--- src/rtl/vga_pkg.sv ---
package vga_pkg;

  typedef enum logic [1:0] {
    IDLE = 2'd0,
    REQ  = 2'd1,
    DONE = 2'd2
  } fetch_state_t;

  localparam logic [31:0] VGA_FB_BASE    = 32'h3E80;
  localparam int          WORDS_PER_LINE = 4;
  localparam int          DISPLAY_LINES  = 96;
  localparam int          DISPLAY_WIDTH  = 128;

  function automatic logic [31:0] line_addr(input logic [31:0] base,
                                            input logic [6:0]  line,
                                            input logic [1:0]  idx);
    return base + {23'd0, line, 2'b00} + {30'd0, idx};
  endfunction

endpackage

--- src/rtl/vga_line_bank.sv ---
// Two line banks of four 32-bit words: one write port, one combinational read port.
module vga_line_bank (
    input  logic        clk,
    input  logic        rst,
    input  logic        we,
    input  logic        wr_bank,
    input  logic [1:0]  wr_idx,
    input  logic [31:0] wr_data,
    input  logic        rd_bank,
    input  logic [1:0]  rd_idx,
    output logic [31:0] rd_data
);

    logic [31:0] mem [2][4];

    // Storage: cleared on reset so the display reads black until a line lands.
    always_ff @(posedge clk) begin
        if (rst) begin
            for (int b = 0; b < 2; b++) begin
                for (int w = 0; w < 4; w++) begin
                    mem[b][w] <= '0;
                end
            end
        end else if (we) begin
            mem[wr_bank][wr_idx] <= wr_data;
        end
    end

    assign rd_data = mem[rd_bank][rd_idx];

endmodule

--- src/rtl/vga_line_prefetch.sv ---
// Double-buffered line prefetcher: fills the back bank from SRAM during
// blanking and swaps it to the front at each line boundary.
module vga_line_prefetch #(
    parameter logic [31:0] BASE_ADDR      = 32'h3E80,
    parameter int          WORDS_PER_LINE = 4
) (
    input  logic        clk,
    input  logic        rst,
    input  logic        fetch_start,
    input  logic [6:0]  line_index,
    input  logic        line_swap,
    output logic        mem_req,
    output logic [31:0] mem_addr,
    output logic [3:0]  mem_sel,
    input  logic        mem_ack,
    input  logic [31:0] mem_rdata,
    input  logic [1:0]  rd_word_idx,
    output logic [31:0] rd_data,
    output logic        fetch_busy,
    output logic        back_valid,
    output logic        underrun,
    output logic        overrun
);

    import vga_pkg::*;

    localparam logic [1:0] LAST_IDX = 2'(WORDS_PER_LINE - 1);

    fetch_state_t state;
    logic [6:0]   line_q;
    logic [1:0]   word_cnt;
    logic         front_sel;
    logic         bank_we;

    // Only acks that answer our own outstanding request write the back bank.
    assign bank_we    = (state == REQ) && mem_ack;
    assign fetch_busy = (state != IDLE);
    assign mem_sel    = {4{mem_req}};

    vga_line_bank u_bank (
        .clk     (clk),
        .rst     (rst),
        .we      (bank_we),
        .wr_bank (~front_sel),
        .wr_idx  (word_cnt),
        .wr_data (mem_rdata),
        .rd_bank (front_sel),
        .rd_idx  (rd_word_idx),
        .rd_data (rd_data)
    );

    // Fetch FSM, bank swap and sticky error flags. Swap is evaluated first so
    // that a same-cycle final ack (which sets back_valid) wins over the clear.
    always_ff @(posedge clk) begin
        if (rst) begin
            state      <= IDLE;
            line_q     <= '0;
            word_cnt   <= '0;
            front_sel  <= 1'b0;
            back_valid <= 1'b0;
            underrun   <= 1'b0;
            overrun    <= 1'b0;
            mem_req    <= 1'b0;
            mem_addr   <= '0;
        end else begin
            if (line_swap) begin
                if (back_valid) begin
                    front_sel  <= ~front_sel;
                    back_valid <= 1'b0;
                end else begin
                    underrun <= 1'b1;
                end
            end

            if (fetch_start && (state != IDLE)) begin
                overrun <= 1'b1;
            end

            case (state)
                IDLE: begin
                    if (fetch_start) begin
                        line_q     <= line_index;
                        word_cnt   <= '0;
                        back_valid <= 1'b0;
                        mem_req    <= 1'b1;
                        mem_addr   <= line_addr(BASE_ADDR, line_index, 2'd0);
                        state      <= REQ;
                    end
                end
                REQ: begin
                    if (mem_ack) begin
                        if (word_cnt == LAST_IDX) begin
                            back_valid <= 1'b1;
                            mem_req    <= 1'b0;
                            mem_addr   <= '0;
                            state      <= DONE;
                        end else begin
                            word_cnt <= 2'(word_cnt + 2'd1);
                            mem_addr <= line_addr(BASE_ADDR, line_q, 2'(word_cnt + 2'd1));
                        end
                    end
                end
                DONE: begin
                    state <= IDLE;
                end
                default: begin
                    state    <= IDLE;
                    mem_req  <= 1'b0;
                    mem_addr <= '0;
                end
            endcase
        end
    end

endmodule

--- config.mk ---
export PLATFORM = sky130hd
export DESIGN_NAME = vga_line_prefetch
export DESIGN_NICKNAME = d
export VERILOG_FILES = /design/src/rtl/vga_pkg.sv /design/src/rtl/vga_line_bank.sv /design/src/rtl/vga_line_prefetch.sv
export SDC_FILE = /design/constraint.sdc
export NUM_CORES = 1
export LEC_CHECK = 0
export ABC_AREA = 1
export BUFFER_PORTS_ARGS = -buffer_cell sky130_fd_sc_hd__clkbuf_2
export CORE_MARGIN = 3
export CORE_UTILIZATION = 54
export CTS_CLUSTER_DIAMETER = 50
export CTS_CLUSTER_SIZE = 8
export DETAILED_ROUTE_END_ITERATION = 6
export PLACE_DENSITY = 0.86
export SYNTH_ARGS = -nofsm -noshare
export SYNTH_HDL_FRONTEND = slang
export SYNTH_SLANG_ARGS = --single-unit
--- constraint.sdc ---
create_clock -name clk -period 3.06 [get_ports clk]
set_clock_uncertainty 0.1 [all_clocks]
set_input_delay 0.459 -clock clk [delete_from_list [all_inputs] [get_ports clk]]
set_output_delay 0.459 -clock clk [all_outputs]
set_load 0.01 [all_outputs]
Word-level counts from Yosys, hierarchy flattened
Memory sizes are Yosys's and may differ from the RTL's. A register that Yosys moved wholly into a read port is not among the register bits.
Cells that the tools add are included.
- flip-flop bits (word level): 48
- RAM bits: 256
- bits of input ports: 46
- output and inout port bits: 73
- logic and storage cells: 79
- memories kept: 1
- memories (memory ; depth ; bits a word ; rd ports ; clocked after Yosys merged registers in ; write ports ; line ; text):
    u_bank.mem ; 2 ; 128 ; 1 ; 1 ; 2 ; vga_line_bank.sv:14 ; logic [31:0] mem [2][4];
- add/sub/neg operators: 4
- order comparisons: 3
- equality and inequality tests: 7
- mux-type cells: 36
- bitwise operators: 5
- reductions and logical operators: 14
- operator list (operator ; count):
    $mux W128 ; 3
    $mux W32 ; 5
    $reduce_or A128 Y1 ; 1
    $pmux W32 S3 ; 1
    $bmux W32 S2 ; 1
    $demux W32 S2 ; 1
    $add A14 B9 Y15 const A ; 2
    $add A15 B2 Y16 ; 1
    $mux W16 ; 1
    $mux W1 ; 14
    $mux W2 ; 6
    $pmux W2 S2 ; 2
    $reduce_and A4 Y1 ; 2
    $ge A3 B3 Y1 const B ; 2
    $ne A2 B2 Y1 const B ; 3
    $not A2 Y3 ; 2
    $reduce_and A2 Y1 ; 3
    $reduce_and A3 Y1 ; 2
    $eq A2 B2 Y1 const B ; 2
    $reduce_bool A2 Y1 ; 2
    $logic_and A1 B1 Y1 ; 3
    $lt A3 B1 Y1 const B ; 1
    $not A1 Y1 ; 3
    $pmux W1 S3 ; 1
    5 further kinds ; 5

Logic depth before layout (Yosys ltp)
Gate-level depths: netlist of the first run.
- word-level depth: 8
- depth in mapped cells: 9
- mapped depth without buffers: 8

By module
From an unflattened synthesis of the first run, not the netlist that was laid out.
- cells, all modules: 1588
- area total of the unflattened synthesis: 13934.6 um^2
- modules (own cells, without submodules) (module ; times used ; cells an instance ; area an instance (um^2) ; sequential area each (um^2)):
    vga_line_bank ; 1 ; 1385 ; 12430.7 ; 7687.4
    vga_line_prefetch ; 1 ; 203 ; 1503.9 ; 540.5

Worst setup path before layout of the first run
OpenSTA, ideal clock, no wires.
- path kind: reg-to-reg
- start: register word_cnt[0]
- end: memory u_bank.mem[1][0] (netlist name), enable pin
- library setup time: 0.421 ns
- arrival: 2.608 ns
- slack: -0.070 ns
- cell stages (with the launch flop): 8
- buffers on the path: 0
- period minus slack after synthesis: 3.130 ns
- cell sequence: dfxtp_1 > inv_1 > ha_1 > o211ai_1 > nand2_2 > nand2_1 > nand2_1 > nor2_1
- RTL lines (what ; line ; text):
    start: declaration ; vga_line_prefetch.sv:31 ; logic [1:0] word_cnt;
    start signal: assignment ; vga_line_prefetch.sv:98 ; word_cnt <= 2'(word_cnt + 2'd1);
    end: declaration ; vga_line_bank.sv:14 ;

==> run summary, run 1 <==
Clock-pin slew on the worst setup and hold paths - 50 ps
Clk buf depth - 3
Vias per cell - 5.662
Setup crit start kind - flip-flop
Setup-failing EPs final - 0
# fillers - 1706
Post-synth EDFFs - 256
Fin crit share - 93.91%
Final max-slew violation count - 0
Die W - 158.5 µm
Die height - 158.5 µm
Max Fclk - 0.3480 GHz
CTS tree - yes
Row count - 55
Initial antenna violation count - 0
# hold bufs at CTS - 0
Hold Path Class - in2reg
Vias in the first global route - 9405
Maxcap violations - 0
Num CTS Buffers - 41
Core area - 22780 µm²
CP endpoint kind - output pin
Worst EP required - 2500 ps
Post-CTS setup buffer count - 0
Final WL - 30430 µm
Clock Latency Late Sink - 520 ps
Status - completed
Total power - 9.281 mW
Area growth from synthesis to layout - 14.81%
Share of layout cells above drive strength 1 - 13.96%
Largest net degree at the start of global routing - 97
Post-DP HPWL - 16440 µm
Util after Layout - 63.29%
CP arrival - 2310 ps
Gpl congestion - 0.8540
RSZ-0062 raised after global routing - false
Max-Slew Margin vs Limit - 55.13%
Via count - 9479
First-pass GRT wire length - 47600 µm
Die Area - 25120 µm²
GRT overflow - 0
CP Class - reg2out
GRT Total Usage - 24.39%
Fin. Hold Viols - 0
Flops & latches, synth - 284
Final Cell Area - 14420 µm²
Pleak - 5.936 nW
Syn Std Cell Area - 12560 µm²
Post-DP Area - 13300 µm²
Antenna viol nets, final - 0
Final TNS setup - 0 ps
CTS root buffer - clkbuf_16
H-tree Lvls - 2
Initial Util - 55.13%
Minimum clock period - 2874 ps
Antenna fix cells - 0
Max Fanout on Critical Path - 48
Number of gates resized after cts - 0
Ys async rst share - 0%
PortBufs - 101
Post-route DRC - 0
Post-DR wirelength/cell - 18.18 µm
Area of the multi-input gates - 3575 µm²
YS warnings - 0
Final nets - 1399
IO Pins - 119
Clock sinks - 284
DR iter-0 viols - 1031
Register area share after synthesis - 65.68%
Ys flop type - edfxtp_1
PD cells - 643.8 nW/µm²
Average size of a mapped cell - 9.974 µm²
TritonRoute pass-1 iters - 7
Worst IR Drop VDD - 0.3788 mV
Syn Inst Count - 1259
Reg area - 8252 µm²
Slew @ Worst Pin - 673.1 ps
Post-synth cell types - 28
==> stage by stage <==
step / setup slack [ps] / cells / hold slack (ps)
finish: 186.4 / 1674 / 95.69
global route: 80.81 / 1674 / 99.62
CTS: 191.5 / 1674 / 79.24
detailed placement: 719.9 / 1617 / 362.0
global placement: 732.7 / 1617 / 351.2
floorplan: 465.7 / 1275 / 344.1
==> kinds of logic (layout without fill, tap and decap cells) <==
logic type	after synthesis	after routing	synth area share (%)
adder cells (fa/ha/maj)	6	6	0.5978
flip-flops	284	284	65.68
AND/OR/NAND/NOR	571	571	17.92
buffers and inverters	167	253	6.507
AO/OA/AOI/OAI	230	230	9.267
other	1	17	0.02986
==> path summary, 6_finish.rpt <==
path                 startpoint           endpoint  slack, ps  cells past startpoint
setup / recovery      flip-flop         rd_data[4]        190                      8
setup reg to reg    word_cnt[0]  u_bank.mem[1][48]        730                      7
hold / removal    line_index[0]          line_q[0]        100                      3
hold reg to reg       line_q[2]          line_q[2]        370                      2
==> routing by layer <==
metal / share of wire (%) / track usage (%)
met2: 49 / 40.51
met5: 0 / 0
met1: 38 / 30.70
met4: 3.2 / 11.06
met3: 10 / 5.599
==> power breakdown <==
part / switching, mW / internal (mW)
Clock: 1.51 / 2.46
Sequential: 0.0757 / 4.47
Combinational: 0.538 / 0.217
==> cells in the final DEF (no fill, tap or decap), drive strengths merged <==
cell type	Yosys	final
nor2	368	368
edfxtp	256	256
o21ai	203	203
nand2	158	158
clkbuf	40	155
inv	66	65
nor3	32	32
buf	61	30
dfxtp	28	28
a21oi	19	19
conb	1	17
nand3	13	13
ha	6	6
o22ai	5	5
clkinv	0	3
o211ai	2	2
a31oi	1	1
==> cells in the mapped netlist (5+ instances only) <==
cell / instances / area share [%]
nor3_1: 31 / 1.2
o21ai_0: 183 / 7.3
buf_2: 21 / 0.84
nor2_1: 365 / 11
nand3_1: 10 / 0.40
nand2_1: 157 / 4.7
o21ai_1: 20 / 0.80
dfxtp_1: 28 / 4.5
clkbuf_1: 40 / 1.2
buf_6: 9 / 0.81
edfxtp_1: 256 / 61
buf_1: 6 / 0.18
o22ai_1: 5 / 0.25
a21oi_1: 19 / 0.76
ha_1: 6 / 0.60
buf_4: 25 / 1.5
inv_1: 63 / 1.9
==> sequential cells by signal (all words and copies together) (netlist names), named ones only <==
name / cells
back_valid: 1
front_sel: 1
line_q: 7
mem_addr: 11
mem_req: 1
overrun: 1
state: 2
u_bank.mem: 256
underrun: 1
word_cnt: 2
==> final cells by class <==
| cell class | instances | area share, % |
|---|---|---|
| tap | 313 | 2.717 |
| clock inverter | 2 | 0.1475 |
| inverter | 66 | 1.744 |
| clock buffer | 55 | 7.629 |
| sequential | 284 | 57.24 |
| multi-input combinational | 824 | 24.80 |
| timing repair buffer | 130 | 5.728 |
==> critical path, cell delays in order, from the launching register on <==
cell      delay, ps
dfxtp_4         450
buf_4           460
nor2_1          140
nor2_1          150
o21ai_0         130
o21ai_1         110
nand2_1          60
nand2_1         130
clkbuf_2        150
No activity file was read; power rests on OpenSTA's default activity.
==> inputs of run 2 (changes only) <==
--- a/config.mk
+++ b/config.mk
@@ -7,6 +7,7 @@
 export LEC_CHECK = 0
 export ABC_AREA = 1
 export BUFFER_PORTS_ARGS = -buffer_cell sky130_fd_sc_hd__clkbuf_2
+export CORE_ASPECT_RATIO = 0.6
 export CORE_MARGIN = 3
 export CORE_UTILIZATION = 54
 export CTS_CLUSTER_DIAMETER = 50
==> constraint.sdc (replaced) <==
create_clock -name clk -period 2.35 [get_ports clk]
set_clock_uncertainty 0.1 [all_clocks]
set_input_delay 0.3525 -clock clk [delete_from_list [all_inputs] [get_ports clk]]
set_output_delay 0.3525 -clock clk [all_outputs]
set_load 0.01 [all_outputs]
==> run 2 against run 1 <==
Against the previous run: the flow now finishes with violations (setup timing); sequential power increased by 31%; final area rose by 7.1%; largest cell class unchanged; final cell count increased by 2.3%; non-clock buffer count is 47 higher; register-to-register slack lost 680 ps; global-route usage is 2.6 points higher; critical path depth up 2; power grew 35%; utilization increased by 5.5 points; sequential share of layout area is 3.8 points lower; die area rose by 0.24%; worst setup slack worse by 240 ps.
==> run summary, run 2 (same netlist as run 1, synthesis figures left out) <==
Status - complete, but fails checks
Failing checks - setup timing
Final WL - 37960 µm
Share of layout cells above drive strength 1 - 19.89%
DR iter-0 viols - 1451
CTS root buffer - clkbuf_16
Final max-slew violation count - 0
Place WS - 142.3 ps
Worst EP required - 1900 ps
Minimum clock period - 2402 ps
Setup crit start kind - flip-flop
Worst path cell trace - buf_12, buf_8, buf_8, nor2_1, nor2_1, o21ai_0, o21ai_1, nand2_1, nand2_1, buf_2
First-pass GRT wire length - 52370 µm
Max Fanout on Critical Path - 12
Inst Count DP - 1625
Worst IR Drop VDD - 0.5578 mV
Largest register FFs - 256
CP Class - reg2out
Initial antenna violation count - 0
Critical Path Max Stage Delay - 380 ps
Critical path's top delay family - buffers and inverters
Core area - 22440 µm²
PD cells - 814.1 nW/µm²
Post-DP Area - 13470 µm²
Initial Util - 55.96%
Post-DP HPWL - 19230 µm
Max-Slew Margin vs Limit - 57.49%
CP arrival - 1950 ps
Die height - 124.1 µm
H-tree Lvls - 2
Fin crit share - 102.2%
Hold WS - 13.79 ps
Final nets - 1446
Slew @ Worst Pin - 637.7 ps
Commonest non-fill, non-tap cell in the layout - nor2_1
TritonRoute pass-1 iters - 6
Clock sinks - 284
Antenna viol nets, final - 0
Post-route DRC - 0
CTS tree - yes
Gpl congestion - 0.8344
CP endpoint kind - output pin
Clock-pin slew on the worst setup and hold paths - 50 ps
Hold Path Class - in2reg
Area growth from synthesis to layout - 22.92%
Die W - 202.9 µm
Fin. Hold Viols - 0
Slowest cell on the critical path - dfxtp_4
Vias in the first global route - 9769
IO Pins - 119
GRT overflow - 0
Number of buffers and inverters on the critical path - 4
GRT Total Usage - 26.98%
Die Area - 25180 µm²
Post-route setup slack - -51.77 ps
Post-DR wirelength/cell - 22.17 µm
Setup-failing EPs final - 10
Non-Filler Instances - 1712
Commonest non-fill, non-tap cells in the layout - nor2_1, edfxtp_1, nand2_1, o21ai_1, o21ai_0
Max Fclk - 0.4164 GHz
Clock Latency Late Sink - 530 ps
Final Cell Area - 15430 µm²
Pleak - 6.391 nW
PortBufs - 101
RSZ-0062 raised after global routing - true
Top reg by flops - u_bank.mem
Vias per cell - 5.987
Maxcap violations - 0
Via count - 10250
Clk buf depth - 3
Largest regs - u_bank.mem: 256 flops, mem_addr: 11 flops, line_q: 7 flops
Largest net degree at the start of global routing - 49
Num CTS Buffers - 41
Row count - 42
==> run 2: changes by cell type in the layout (fill, tap and decap cells not counted), moves of 9 or more <==
cell / before / now
buf_12: 8 / 17
buf_2: 0 / 16
buf_6: 0 / 18
clkbuf_16: 42 / 52
clkbuf_2: 100 / 78
nand2_1: 157 / 145
nand2_2: 1 / 13
nor2_1: 362 / 334
nor2_2: 2 / 22
o21ai_0: 183 / 94
o21ai_1: 20 / 105
==> run 2: timing repair <==
action	4_1_cts	5_1_grt
hold buffers	4	0
gates resized for setup	13	182
setup buffers	1	10
pin swaps	2	25
hold endpoints to repair	4	0
gates cloned	2	17
endpoints found under the setup margin	124	284
==> run 2: cell type report <==
cell class / instances / area (µm²)
inverters: 66 / 266.5
diodes: 1 / 2.502
clock inverters: 2 / 38.79
clock buffers: 50 / 1102
well taps: 308 / 385.4
multi-input cells: 824 / 3730
fillers: 1535 / 7004
repair buffers: 177 / 1657
flip-flops and latches: 284 / 8253
==> run 2: path summary, 6_finish.rpt <==
kind / startpoint / endpoint / slack (ps) / depth (start not counted)
worst max-delay path: flip-flop / rd_data[14] / -50 / 10
worst min-delay path: line_index[6] / line_q[6] / 10 / 3
worst max register to register: word_cnt[1] / u_bank.mem[0][15] / 50 / 8
worst min register to register: mem_addr[0] / mem_addr[0] / 360 / 2
==> run 2: through the flow <==
step           util (%)  power (mW)  setup TNS, ps
2_1_floorplan         -       6.615              0
3_3_place_gp      60.05       6.995              0
3_5_place_dp      60.05       7.042              0
4_1_cts           65.75       12.39          -1125
5_1_grt           68.77       12.89          -1932
6_report          68.79       12.57         -240.4
==> run 2: metal layers <==
metal  share of wire (%)  wire length [µm]  track usage (%)
met4                 2.6               995            10.07
met2                  47             17750            43.56
met5                   0                 0                0
met1                  37             14180            36.55
met3                  13              5035            5.902
==> run 2: worst min-delay path: stages <==
cell      delay [ps]
clkbuf_2         100
inv_1             50
o21ai_0           70
==> run 2: report_power, final <==
part	switching (mW)	total, mW	internal [mW]
sequential	0.115	5.94	5.83
clock	2.07	5.41	3.35
combinational	0.817	1.21	0.396
